===== config.mk =====
export PLATFORM = sky130hd
export DESIGN_NAME = otf_sd_converter
export DESIGN_NICKNAME = d
export VERILOG_FILES = /design/src/rtl/otf_sd_converter.sv
export SDC_FILE = /design/constraint.sdc
export NUM_CORES = 1
export LEC_CHECK = 0
export CAP_MARGIN = 10
export CORE_AREA = 2 2 67 69
export CTS_BUF_LIST = sky130_fd_sc_hd__clkbuf_8
export CTS_CLUSTER_SIZE = 30
export DETAILED_ROUTE_END_ITERATION = 16
export DIE_AREA = 0 0 69 71
export PLACE_DENSITY_LB_ADDON = 0.25
export SKIP_CTS_REPAIR_TIMING = 1
export SLEW_MARGIN = 15
export SYNTH_ARGS = -nofsm -noshare
export SYNTH_HDL_FRONTEND = slang
export SYNTH_SLANG_ARGS = --single-unit

===== constraint.sdc =====
create_clock -name clk -period 2.3 [get_ports clk]
set_clock_uncertainty 0.2 [all_clocks]
set_input_delay 0.23 -clock clk [delete_from_list [all_inputs] [get_ports clk]]
set_output_delay 0.23 -clock clk [all_outputs]
set_load 0.01 [all_outputs]

===== src/rtl/otf_sd_converter.sv =====
// otf_sd_converter: on-the-fly conversion of an MSDF radix-2 signed-digit stream
// (most significant digit first) into a PREC-digit two's complement fraction.
// The Q/QM register pair avoids any carry-propagate adder.
//
// Optional build macro: OTF_DEBUG_EN adds the q_dis_o, qm_dis_o and last_digit_dis_o
// debug outputs. The core behaviour is the same in both builds.
//
// Ports:
//   clk              system clock, rising edge
//   rst_n            asynchronous active-low reset
//   start_i          first digit of a new word (sampled only with digit_valid_i)
//   digit_valid_i    digit_in_i holds a product digit this cycle
//   digit_in_i       signed digit {plus,minus}: 10=+1, 01=-1, 00=0, 11=illegal
//   result_o         sign bit plus PREC fraction bits (value = result_o / 2^PREC)
//   result_valid_o   result_o holds an unconsumed word
//   result_ready_i   consumer accepts result_o when valid and ready
//   busy_o           1..PREC-1 digits of a word accepted
//   digit_cnt_o      digits accepted in the current word
//   overrun_o        sticky: a completed word overwrote an unconsumed one
//   code_err_o       sticky: illegal digit code 11 received
module otf_sd_converter #(
  parameter int unsigned PREC  = 8,
  parameter int unsigned CNT_W = 9
) (
  input  logic             clk,
  input  logic             rst_n,
  input  logic             start_i,
  input  logic             digit_valid_i,
  input  logic [1:0]       digit_in_i,
  output logic [PREC:0]    result_o,
  output logic             result_valid_o,
  input  logic             result_ready_i,
  output logic             busy_o,
  output logic [CNT_W-1:0] digit_cnt_o,
  output logic             overrun_o,
  output logic             code_err_o
`ifdef OTF_DEBUG_EN
  ,
  output logic [PREC:0]    q_dis_o,
  output logic [PREC:0]    qm_dis_o,
  output logic [1:0]       last_digit_dis_o
`endif
);

  logic [PREC:0]    q_q, q_d, qm_q, qm_d;
  logic [PREC:0]    q_prev, qm_prev;
  logic [PREC:0]    result_q, result_d;
  logic [CNT_W-1:0] cnt_q, cnt_d, cnt_base, cnt_inc;
  logic             valid_q, valid_d;
  logic             overrun_q, overrun_d;
  logic             code_err_q, code_err_d;
  logic             in_word, complete;

  always_comb begin
    q_d        = q_q;
    qm_d       = qm_q;
    cnt_d      = cnt_q;
    result_d   = result_q;
    valid_d    = valid_q;
    overrun_d  = overrun_q;
    code_err_d = code_err_q;

    // A start digit restarts from the reset pair, aborting any partial word.
    q_prev   = start_i ? '0 : q_q;
    qm_prev  = start_i ? '1 : qm_q;
    cnt_base = start_i ? '0 : cnt_q;
    cnt_inc  = cnt_base + CNT_W'(1);

    // Digits outside a word (not busy, no start) are discarded.
    in_word  = digit_valid_i && (start_i || (cnt_q != '0));
    complete = in_word && (cnt_inc == CNT_W'(PREC));

    if (digit_valid_i && (digit_in_i == 2'b11)) begin
      code_err_d = 1'b1;
    end

    if (in_word) begin
      case (digit_in_i)
        2'b10: begin
          q_d  = {q_prev[PREC-1:0], 1'b1};
          qm_d = {q_prev[PREC-1:0], 1'b0};
        end
        2'b01: begin
          q_d  = {qm_prev[PREC-1:0], 1'b1};
          qm_d = {qm_prev[PREC-1:0], 1'b0};
        end
        // 00 and the illegal 11 both convert as a zero digit.
        default: begin
          q_d  = {q_prev[PREC-1:0], 1'b0};
          qm_d = {qm_prev[PREC-1:0], 1'b1};
        end
      endcase
      cnt_d = complete ? '0 : cnt_inc;
    end

    if (valid_q && result_ready_i) begin
      valid_d = 1'b0;
    end

    // Completion wins over a same-cycle consume; only an unconsumed word is an overrun.
    if (complete) begin
      result_d = q_d;
      valid_d  = 1'b1;
      if (valid_q && !result_ready_i) begin
        overrun_d = 1'b1;
      end
    end
  end

  always_ff @(posedge clk or negedge rst_n) begin
    if (!rst_n) begin
      q_q        <= '0;
      qm_q       <= '1;
      cnt_q      <= '0;
      result_q   <= '0;
      valid_q    <= 1'b0;
      overrun_q  <= 1'b0;
      code_err_q <= 1'b0;
    end else begin
      q_q        <= q_d;
      qm_q       <= qm_d;
      cnt_q      <= cnt_d;
      result_q   <= result_d;
      valid_q    <= valid_d;
      overrun_q  <= overrun_d;
      code_err_q <= code_err_d;
    end
  end

  assign result_o       = result_q;
  assign result_valid_o = valid_q;
  assign busy_o         = (cnt_q != '0);
  assign digit_cnt_o    = cnt_q;
  assign overrun_o      = overrun_q;
  assign code_err_o     = code_err_q;

`ifdef OTF_DEBUG_EN
  logic [1:0] last_digit_q;

  always_ff @(posedge clk or negedge rst_n) begin
    if (!rst_n) begin
      last_digit_q <= 2'b00;
    end else if (digit_valid_i) begin
      last_digit_q <= digit_in_i;
    end
  end

  assign q_dis_o          = q_q;
  assign qm_dis_o         = qm_q;
  assign last_digit_dis_o = last_digit_q;
`endif

endmodule


==> flow_summary.ini, run 1 <==
[status]
outcome = complete, but fails checks
violations = setup timing

[grt]
grt_pass1_wl_mm = 7.941
gr-usage-met2_pct = 33.23
grt.overflow.total = 0
antenna_found_initial = 0
use_met3_pct = 5.271
grt_max_degree = 28
grt.busiest_layer = met2
grtUsageMet1_pct = 26.81
grt_usage_pct = 20.49
first_global_vias = 1675

[finish]
fill_cells = 375
layout-drive-gt1-share_pct = 21.19
multi_input_area_um2 = 978.4
syn2layout_area_growth_pct = 32.31
stdcell_area_mm2 = 0.002639
nets = 281
antenna_cells = 0
final_core_util_pct = 62.77
seq_area_um2 = 938.4

[clocking]
cts_tree = yes
cts_buffer_depth = 2
clk_pin_slew_ps = 70
clk_latency_ps = 290
htreeDepth = 2
cts-root-buf = clkbuf_8
cts_sinks = 37
numCtsBuffers = 5

[synth]
synth_warnings = 0
synth_edf_count = 0
synth_cells = 220
synth_top_flop_cell = dfrtp_1
yosys_register_bits = 37
synthArstFlopShare_pct = 100.0
syn_nets = 232
ys_seq_area_share_pct = 46.93
syn_area_mm2 = 0.001994
synth_cell_types = 44
syn_area_per_cell_um2 = 9.066

[flow_run]
drv_cap = 0

[routing]
wl_per_cell_um = 14.21
vias = 1756
post_drt_via_cell_ratio = 5.470
routed_wl_mm = 4.563
drc = 0
postRouteAntennaNets = 0
drtIter0Drc = 118
drt-pass1-iter-count = 4

[floorplanning]
die_h_um = 71
die_w_um = 69
start_util_pct = 47.44
dieArea_mm2 = 0.004899
rows = 24
ios = 29
core_area_mm2 = 0.004204

[pwr]
p_leak_nw = 1.277
p_total_w = 0.001739
p_clk_share_pct = 27.4
p_int_w = 0.001205
p_sw_w = 0.0005339
cellPowerDensity_mw_per_mm2 = 659.1
swShare_pct = 30.70
combPwrFrac_pct = 25.5
vdd.ir_drop.worst_mv = 0.3957
pwr-share-seq_pct = 47.1

[timing]
fmax_ghz = 0.4283
final.setup.tns_ps = -236.7
tightest_slew_ps = 615.3
fin_ws_ps = -34.91
period_needed_ps = 2335
slew_headroom_pct = 58.98
post-route-period-util_pct = 101.5
rsz0062_at_grt = true
hold_violations = 0
slew_viol_final = 0
setup_viol = 9

[worst_setup_path]
required_ps = 2270
crit_buf_inv = 1
cp_max_fo = 11
critPathKind = reg -> reg
end_kind = flop
cpLargestDelayFamily = simple AND/OR/NAND/NOR gates
cp.arrival_ps = 2310
crit_slowest_cell = or4b_1
startpoint_type = flop
path_cells = nor2b_4, ha_4, xor2_1, or4b_1, a211oi_2, nand3_2, buf_12, mux2i_1
max_stage_delay_ps = 530

[placed_design]
post-place-ws_ps = -399.9
dpl.hpwl_mm = 3.153
place_area_mm2 = 0.002515
numPortBuffers = 28
gp_congestion = 0.8929

[worst_hold_path]
hp-class = reg -> reg
==> placed cells by master (no fill, tap or decap), types with 5 or more instances in the layout <==
| master | netlist | layout |
|---|---|---|
| dfrtp_1 | 29 | 27 |
| clkdlybuf4s50_1 | 0 | 25 |
| nand2_1 | 24 | 24 |
| nor2_1 | 24 | 23 |
| buf_4 | 0 | 23 |
| a21oi_1 | 18 | 18 |
| inv_1 | 17 | 16 |
| o21ai_0 | 16 | 16 |
| mux2i_1 | 11 | 11 |
| dfstp_2 | 8 | 8 |
| a21boi_0 | 7 | 7 |
| o31ai_1 | 7 | 7 |
| clkbuf_8 | 0 | 6 |
| nand3_1 | 5 | 5 |
==> through the flow <==
stage | instances | hold slack (ps)
finish | 321 | 256.9
global route | 321 | 290.0
CTS | 319 | -241.7
detailed placement | 312 | 79.83
global placement | 312 | 78.06
floorplan | 220 | -265.6
==> kinds of logic (layout without fill, tap and decap cells) <==
logic type	after synthesis	in the layout	share of synthesized area [%]
and+or+nand+nor	71	71	17.07
AOI/OAI and AO/OA	64	64	20.08
muxes	11	11	5.521
xor gates and xnor gates	3	3	1.318
DFF	37	37	46.93
adders and majority gates	5	5	3.137
buffers and inverters	29	78	5.959
==> final cells by class <==
cell class / count / share of cell area (%)
sequential: 37 / 35.56
timing repair buffer: 54 / 19.06
tap: 52 / 2.466
multi-input combinational: 154 / 37.08
inverter: 17 / 2.418
clock inverter: 1 / 0.2845
clock buffer: 6 / 3.129
==> Yosys cell counts, types with 2 or more instances <==
| library cell | n | area share (%) |
|---|---|---|
| dfstp_2 | 8 | 11 |
| nor2_1 | 24 | 4.5 |
| o21ai_0 | 16 | 4.0 |
| o31ai_1 | 7 | 2.6 |
| dfrtp_1 | 29 | 36 |
| xor2_1 | 2 | 0.88 |
| ha_1 | 5 | 3.1 |
| inv_1 | 17 | 3.2 |
| clkbuf_1 | 9 | 1.7 |
| o22ai_1 | 4 | 1.3 |
| a21boi_0 | 7 | 2.6 |
| mux2i_1 | 11 | 5.5 |
| nor2b_1 | 3 | 0.94 |
| nand2_1 | 24 | 4.5 |
| a21oi_1 | 18 | 4.5 |
| nand3_1 | 5 | 1.3 |
| o21a_1 | 2 | 0.75 |
| a31oi_1 | 2 | 0.63 |
| nand2b_1 | 2 | 0.63 |
==> power groups by stage <==
stage | clock [W] | combinational (W) | sequential (W)
after floorplan | 0 | 0.000232 | 0.000833
after global placement | 0 | 0.000421 | 0.000826
after detailed placement | 0 | 0.000429 | 0.000828
after CTS | 0.000487 | 0.000431 | 0.000816
after global routing | 0.000519 | 0.000495 | 0.000831
final | 0.000477 | 0.000443 | 0.000818
==> state kept, by name, summed over array words and instances (netlist names) <==
| register | flops |
|---|---|
| q_q | 8 |
| result_o | 9 |
| code_err_o | 1 |
| qm_q | 8 |
| digit_cnt_o | 9 |
| result_valid_o | 1 |
| overrun_o | 1 |
==> metal layers <==
metal,routed length (um),up-vias
li1,-,852
met1,2110,838
met2,2099,59
met3,293,7
met4,59,0
met5,0,-
==> final timing paths <==
kind,start,slack [ps],depth (start not counted),endpoint
min in group asynchronous,rst_n,280,2,code_err_o
min,code_err_o,260,1,code_err_o
max in group asynchronous,rst_n,1000,3,qm_q[2]
max reg2reg,digit_cnt_o[1],-30,8,result_o[2]
min reg2reg,code_err_o,260,1,code_err_o
max,digit_cnt_o[1],-30,8,result_o[2]
Note: power is estimated with default switching activity, not from simulation.
==> run 2: changes to the inputs <==
- GPL_TIMING_DRIVEN: default -> 0
- TNS_END_PERCENT: default -> 100
==> run 2 against run 1 <==
Compared with the run above: the flow still finishes with violations (setup timing); critical path depth stayed put; die area unchanged; fmax decreased by 7.4%; power down 2.6%; clock power shrank 8.6%; first-iteration DRC count up 60%; flip-flop and latch count did not move; largest cell class unchanged.
==> flow_summary.ini, run 2 (synthesis results as in run 1) <==
[grt]
first_global_vias = 1674
antenna_found_initial = 0
grt_max_degree = 22
grt_pass1_wl_mm = 7.665
grt.overflow.total = 0
grt_usage_pct = 19.45

[finish]
layout_commonest_cell = dfrtp_1
nets = 277
final_cell_mix = dfrtp_1, clkdlybuf4s50_1, nand2_1
layout-drive-gt1-share_pct = 18.42
antenna_cells = 0
syn2layout_area_growth_pct = 29.80
final_cells = 318

[clocking]
cts_buffer_depth = 2
cts-root-buf = clkbuf_8
htreeDepth = 2
numCtsBuffers = 5
clk_pin_slew_ps = 70
cts_sinks = 37
clk_latency_ps = 290
cts_tree = yes

[timing]
fmax_ghz = 0.3966
setup_viol = 14
tightest_slew_ps = 575.8
post-route-period-util_pct = 109.6
slew_viol_final = 0
rsz0062_at_grt = true
period_needed_ps = 2521
fin_ws_ps = -221.4
hold_violations = 0
slew_headroom_pct = 61.47

[routing]
drtIter0Drc = 189
postRouteAntennaNets = 0
vias = 1724
drc = 0
wl_per_cell_um = 13.98
post_drt_via_cell_ratio = 5.421
drt-pass1-iter-count = 4
routed_wl_mm = 4.445

[floorplanning]
dieArea_mm2 = 0.004899
die_w_um = 69
core_area_mm2 = 0.004204
ios = 29
rows = 24
die_h_um = 71
start_util_pct = 47.44

[status]
violations = setup timing
outcome = complete, but fails checks

[worst_setup_path]
critPathKind = reg -> reg
path_cells = nor2b_4, ha_4, xor2_1, or4b_1, a211oi_2, nand3_2, buf_6, mux2i_1
end_kind = flop
cp.arrival_ps = 2490
cpLargestDelayFamily = simple AND/OR/NAND/NOR gates
startpoint_type = flop
crit_buf_inv = 1
max_stage_delay_ps = 530
cp_max_fo = 10
crit_slowest_cell = or4b_1
required_ps = 2270

[placed_design]
numPortBuffers = 28
post-place-ws_ps = -882.1
dp.cells = 301
dpl.hpwl_mm = 3.047
gp_congestion = 0.9280

[flow_run]
drv_cap = 0

[pwr]
vdd.ir_drop.worst_mv = 0.3358
cellPowerDensity_mw_per_mm2 = 654.2
p_leak_nw = 1.239

[worst_hold_path]
hp-class = in -> reg
-- run 2: cell types whose count changed in the layout (fill, tap and decap cells not counted), moves of 2 or more --
cell	previous run	this run
buf_4	23	8
clkbuf_1	0	6
clkbuf_2	0	3
buf_12	2	0
clkinv_2	0	2
-- run 2: where the power goes --
| part | internal [W] | switching [W] |
|---|---|---|
| sequential | 0.000757 | 0.0000648 |
| combinational | 0.000203 | 0.000232 |
| clock | 0.000206 | 0.000230 |
-- run 2: area by class of cell --
cell class,count,area (um^2)
inverter,17,63.81
timing repair buffer,38,370.4
tap,52,65.06
clock buffer,5,68.82
sequential,37,938.4
fill,372,1615
clock inverter,3,13.76
multi-input combinational,154,992.2
buffer,12,76.32
-- run 2: stage by stage --
step                      hold slack [ps]  power [W]  setup TNS, ps  utilization [%]  instance area [um^2]
final                               145.4   0.001693          -2709            61.58                  2589
after global placement              241.9   0.001208         -15360            56.85                  2390
after detailed placement           0.8698   0.001220         -12350            57.38                  2412
after global routing                167.0   0.001796          -3262            61.58                  2589
after floorplan                    -265.6   0.001065         -281.5                -                  2044
after CTS                          -318.6   0.001656          -7527            59.35                  2495
-- run 2: worst min-delay path: cells and delay by family --
| kind | cells | cell delay (ps) |
|---|---|---|
| AOI/OAI and AO/OA | 1 | 130 |
| buffers and inverters | 2 | 240 |
-- run 2: path summary, 6_finish.rpt --
kind                           startpoint              to  slack [ps]  cells after the start
setup reg to reg           digit_cnt_o[1]     result_o[1]        -220                      8
min in group asynchronous           rst_n          q_q[1]         200                      2
max in group asynchronous           rst_n         qm_q[6]        1170                      3
hold reg to reg                code_err_o      code_err_o         260                      1
setup / recovery           digit_cnt_o[1]     result_o[1]        -220                      8
hold / removal                    start_i  digit_cnt_o[7]         150                      3
-- run 2: per-layer routing --
metal	part of all wire [%]	wire length (um)	global-route usage (%)	vias up
li1	-	-	-	846
met1	47	2075	26.54	812
met2	45	2008	29.27	55
met3	6.0	267	5.413	11
met4	2.1	93	8.279	0
met5	0	0	0	-
==> run 3: changes to the inputs <==
- ABC_AREA: default -> 1
==> run 3 against run 2 <==
Compared with the run above: worst setup slack improved by 360 ps; combinational power fell by 5.5%; sequential share of layout area rose by 0.13 points; synthesized cell count rose by 24%; non-clock buffer count fell by 5; power rose by 14%; cell count rose by 15%; the flow now finishes without violations; sequential power barely moved; fmax rose by 16%; global-route usage rose by 0.90 points; critical path type is now reg -> out; routed wire length rose by 1.1%.
==> flow_summary.ini, run 3 <==
[status]
outcome = completed

[routing]
wl_per_cell_um = 12.24
post_drt_via_cell_ratio = 5.082
vias = 1865
routed_wl_mm = 4.492
postRouteAntennaNets = 0
drt-pass1-iter-count = 4
drtIter0Drc = 119
drc = 0

[synth]
yosys_register_bits = 38
synth_top_flop_cell = dfrtp_1
ys_seq_area_share_pct = 46.52
synth_warnings = 0
yosys-top-cells-count = nand2_1, dfrtp_1, nor2_1
syn_nets = 284
syn_area_mm2 = 0.002066
synth_cell_types = 28
syn_area_per_cell_um2 = 7.595
netlist_top_cells_area = dfrtp_1, nand2_1, dfstp_2
yosys.area.top_type = dfrtp_1
synth_top_area_share_pct = 36.34
synth_edf_count = 0
yosysMostFrequentCell = nand2_1
synthArstFlopShare_pct = 100.0
synth_cells = 272

[pwr]
p_leak_nw = 1.289
cellPowerDensity_mw_per_mm2 = 733.0
p_total_w = 0.001939
vdd.ir_drop.worst_mv = 0.4107

[worst_setup_path]
cp_max_fo = 5
crit_slowest_cell = clkdlybuf4s50_1
cp.arrival_ps = 1740
startpoint_type = flop
max_stage_delay_ps = 490
critPathKind = reg -> out
crit_buf_inv = 1
cpLargestDelayFamily = simple AND/OR/NAND/NOR gates
end_kind = output pin
required_ps = 1870
path_cells = or2_1, nor2_2, nand2_1, clkdlybuf4s50_1

[clocking]
htreeDepth = 2
numCtsBuffers = 5
clk_pin_slew_ps = 80
cts_sinks = 38
cts-root-buf = clkbuf_8
cts_buffer_depth = 2
cts_tree = yes
clk_latency_ps = 290

[timing]
period_needed_ps = 2166
tightest_slew_ps = 469.1
post-route-period-util_pct = 94.18
hold_violations = 0
slew_headroom_pct = 68.61
setup_viol = 0
slew_viol_final = 0
fmax_ghz = 0.4617

[finish]
stdcell_area_mm2 = 0.002645
antenna_cells = 0
syn2layout_area_growth_pct = 28.04
layout-drive-gt1-share_pct = 14.92
final_cell_mix = nand2_1, dfrtp_1, clkdlybuf4s50_1
nets = 326
layout_commonest_cell = nand2_1
fill_cells = 394

[floorplanning]
rows = 24
dieArea_mm2 = 0.004899
die_w_um = 69
start_util_pct = 49.14
die_h_um = 71
core_area_mm2 = 0.004204
ios = 29

[placed_design]
numPortBuffers = 28
place_area_mm2 = 0.002426
gp_congestion = 0.8471
dpl.hpwl_mm = 3.270

[grt]
antenna_found_initial = 0
grt_max_degree = 36
grt_usage_pct = 20.35
first_global_vias = 1811
grt.overflow.total = 0
grt_pass1_wl_mm = 8.045

[flow_run]
drv_cap = 0

[worst_hold_path]
hp-class = reg -> reg
[run 3: cell count changes after synthesis, moves of 7 or more]
cell / before / now
a21oi_1: 18 / 1
mux2i_1: 11 / 0
o22ai_1: 4 / 15
o21ai_0: 16 / 4
clkbuf_1: 9 / 1
nand4_1: 1 / 10
nand3_1: 5 / 17
nand2_1: 24 / 112
a21boi_0: 7 / 0
o31ai_1: 7 / 0
[run 3: cell families (layout without fill, tap and decap cells)]
group           Yosys count  after routing  share of synthesized area [%]
fa+ha+maj                 5              5                          3.028
simple gates            175            175                          36.22
xor+xnor                  1              1                         0.4241
flops                    38             38                          46.52
buf+inv                  29             72                          6.965
compound gates           24             24                          6.844
[run 3: metal layers]
layer  track usage, %  wire length [um]  vias to the layer above
met1            25.90              2032                      852
met3            5.556               225                        4
met4            5.664                43                        0
li1                 -                 -                      960
met2            34.40              2190                       49
met5                0                 0                        -
[run 3: area by class of cell]
type                       instances  area, um^2  share of cell area, %
buffer                            10       72.57                  2.744
clock buffer                       6       82.58                  3.122
clock inverter                     2       60.06                  2.271
inverter                          19       73.82                  2.791
multi-input combinational        205       983.4                  37.18
sequential                        38       962.2                  36.38
tap                               52       65.06                  2.460
timing repair buffer              35       345.3                  13.06
[run 3: metrics by stage]
stage	utilization (%)	instances	worst slack, ps	hold WS [ps]	setup TNS, ps
2_1_floorplan	-	272	274.8	-265.6	0
3_3_place_gp	57.35	352	-458.0	237.2	-8510
3_5_place_dp	57.71	353	-458.6	48.28	-6341
4_1_cts	61.10	361	-176.1	-262.4	-2124
5_1_grt	62.92	367	-26.99	279.8	-136.7
6_report	62.92	367	133.9	256.7	0
[run 3: worst paths after layout]
kind                                      from              to  slack, ps  cells past startpoint
max in group asynchronous                rst_n         qm_q[2]       1360                      3
worst min register to register      code_err_o      code_err_o        260                      1
min in group asynchronous                rst_n         qm_q[7]        280                      2
worst min-delay path                code_err_o      code_err_o        260                      1
worst max-delay path            digit_cnt_o[1]          busy_o        130                      4
worst max register to register  digit_cnt_o[0]  digit_cnt_o[1]        170                     13
[run 3: where the power goes]
| group | switching, W | total, W | internal, W |
|---|---|---|---|
| sequential | 0.0000545 | 0.000824 | 0.000769 |
| combinational | 0.000236 | 0.000411 | 0.000175 |
| clock | 0.000242 | 0.000704 | 0.000463 |
| total | 0.000532 | 0.00194 | 0.00141 |
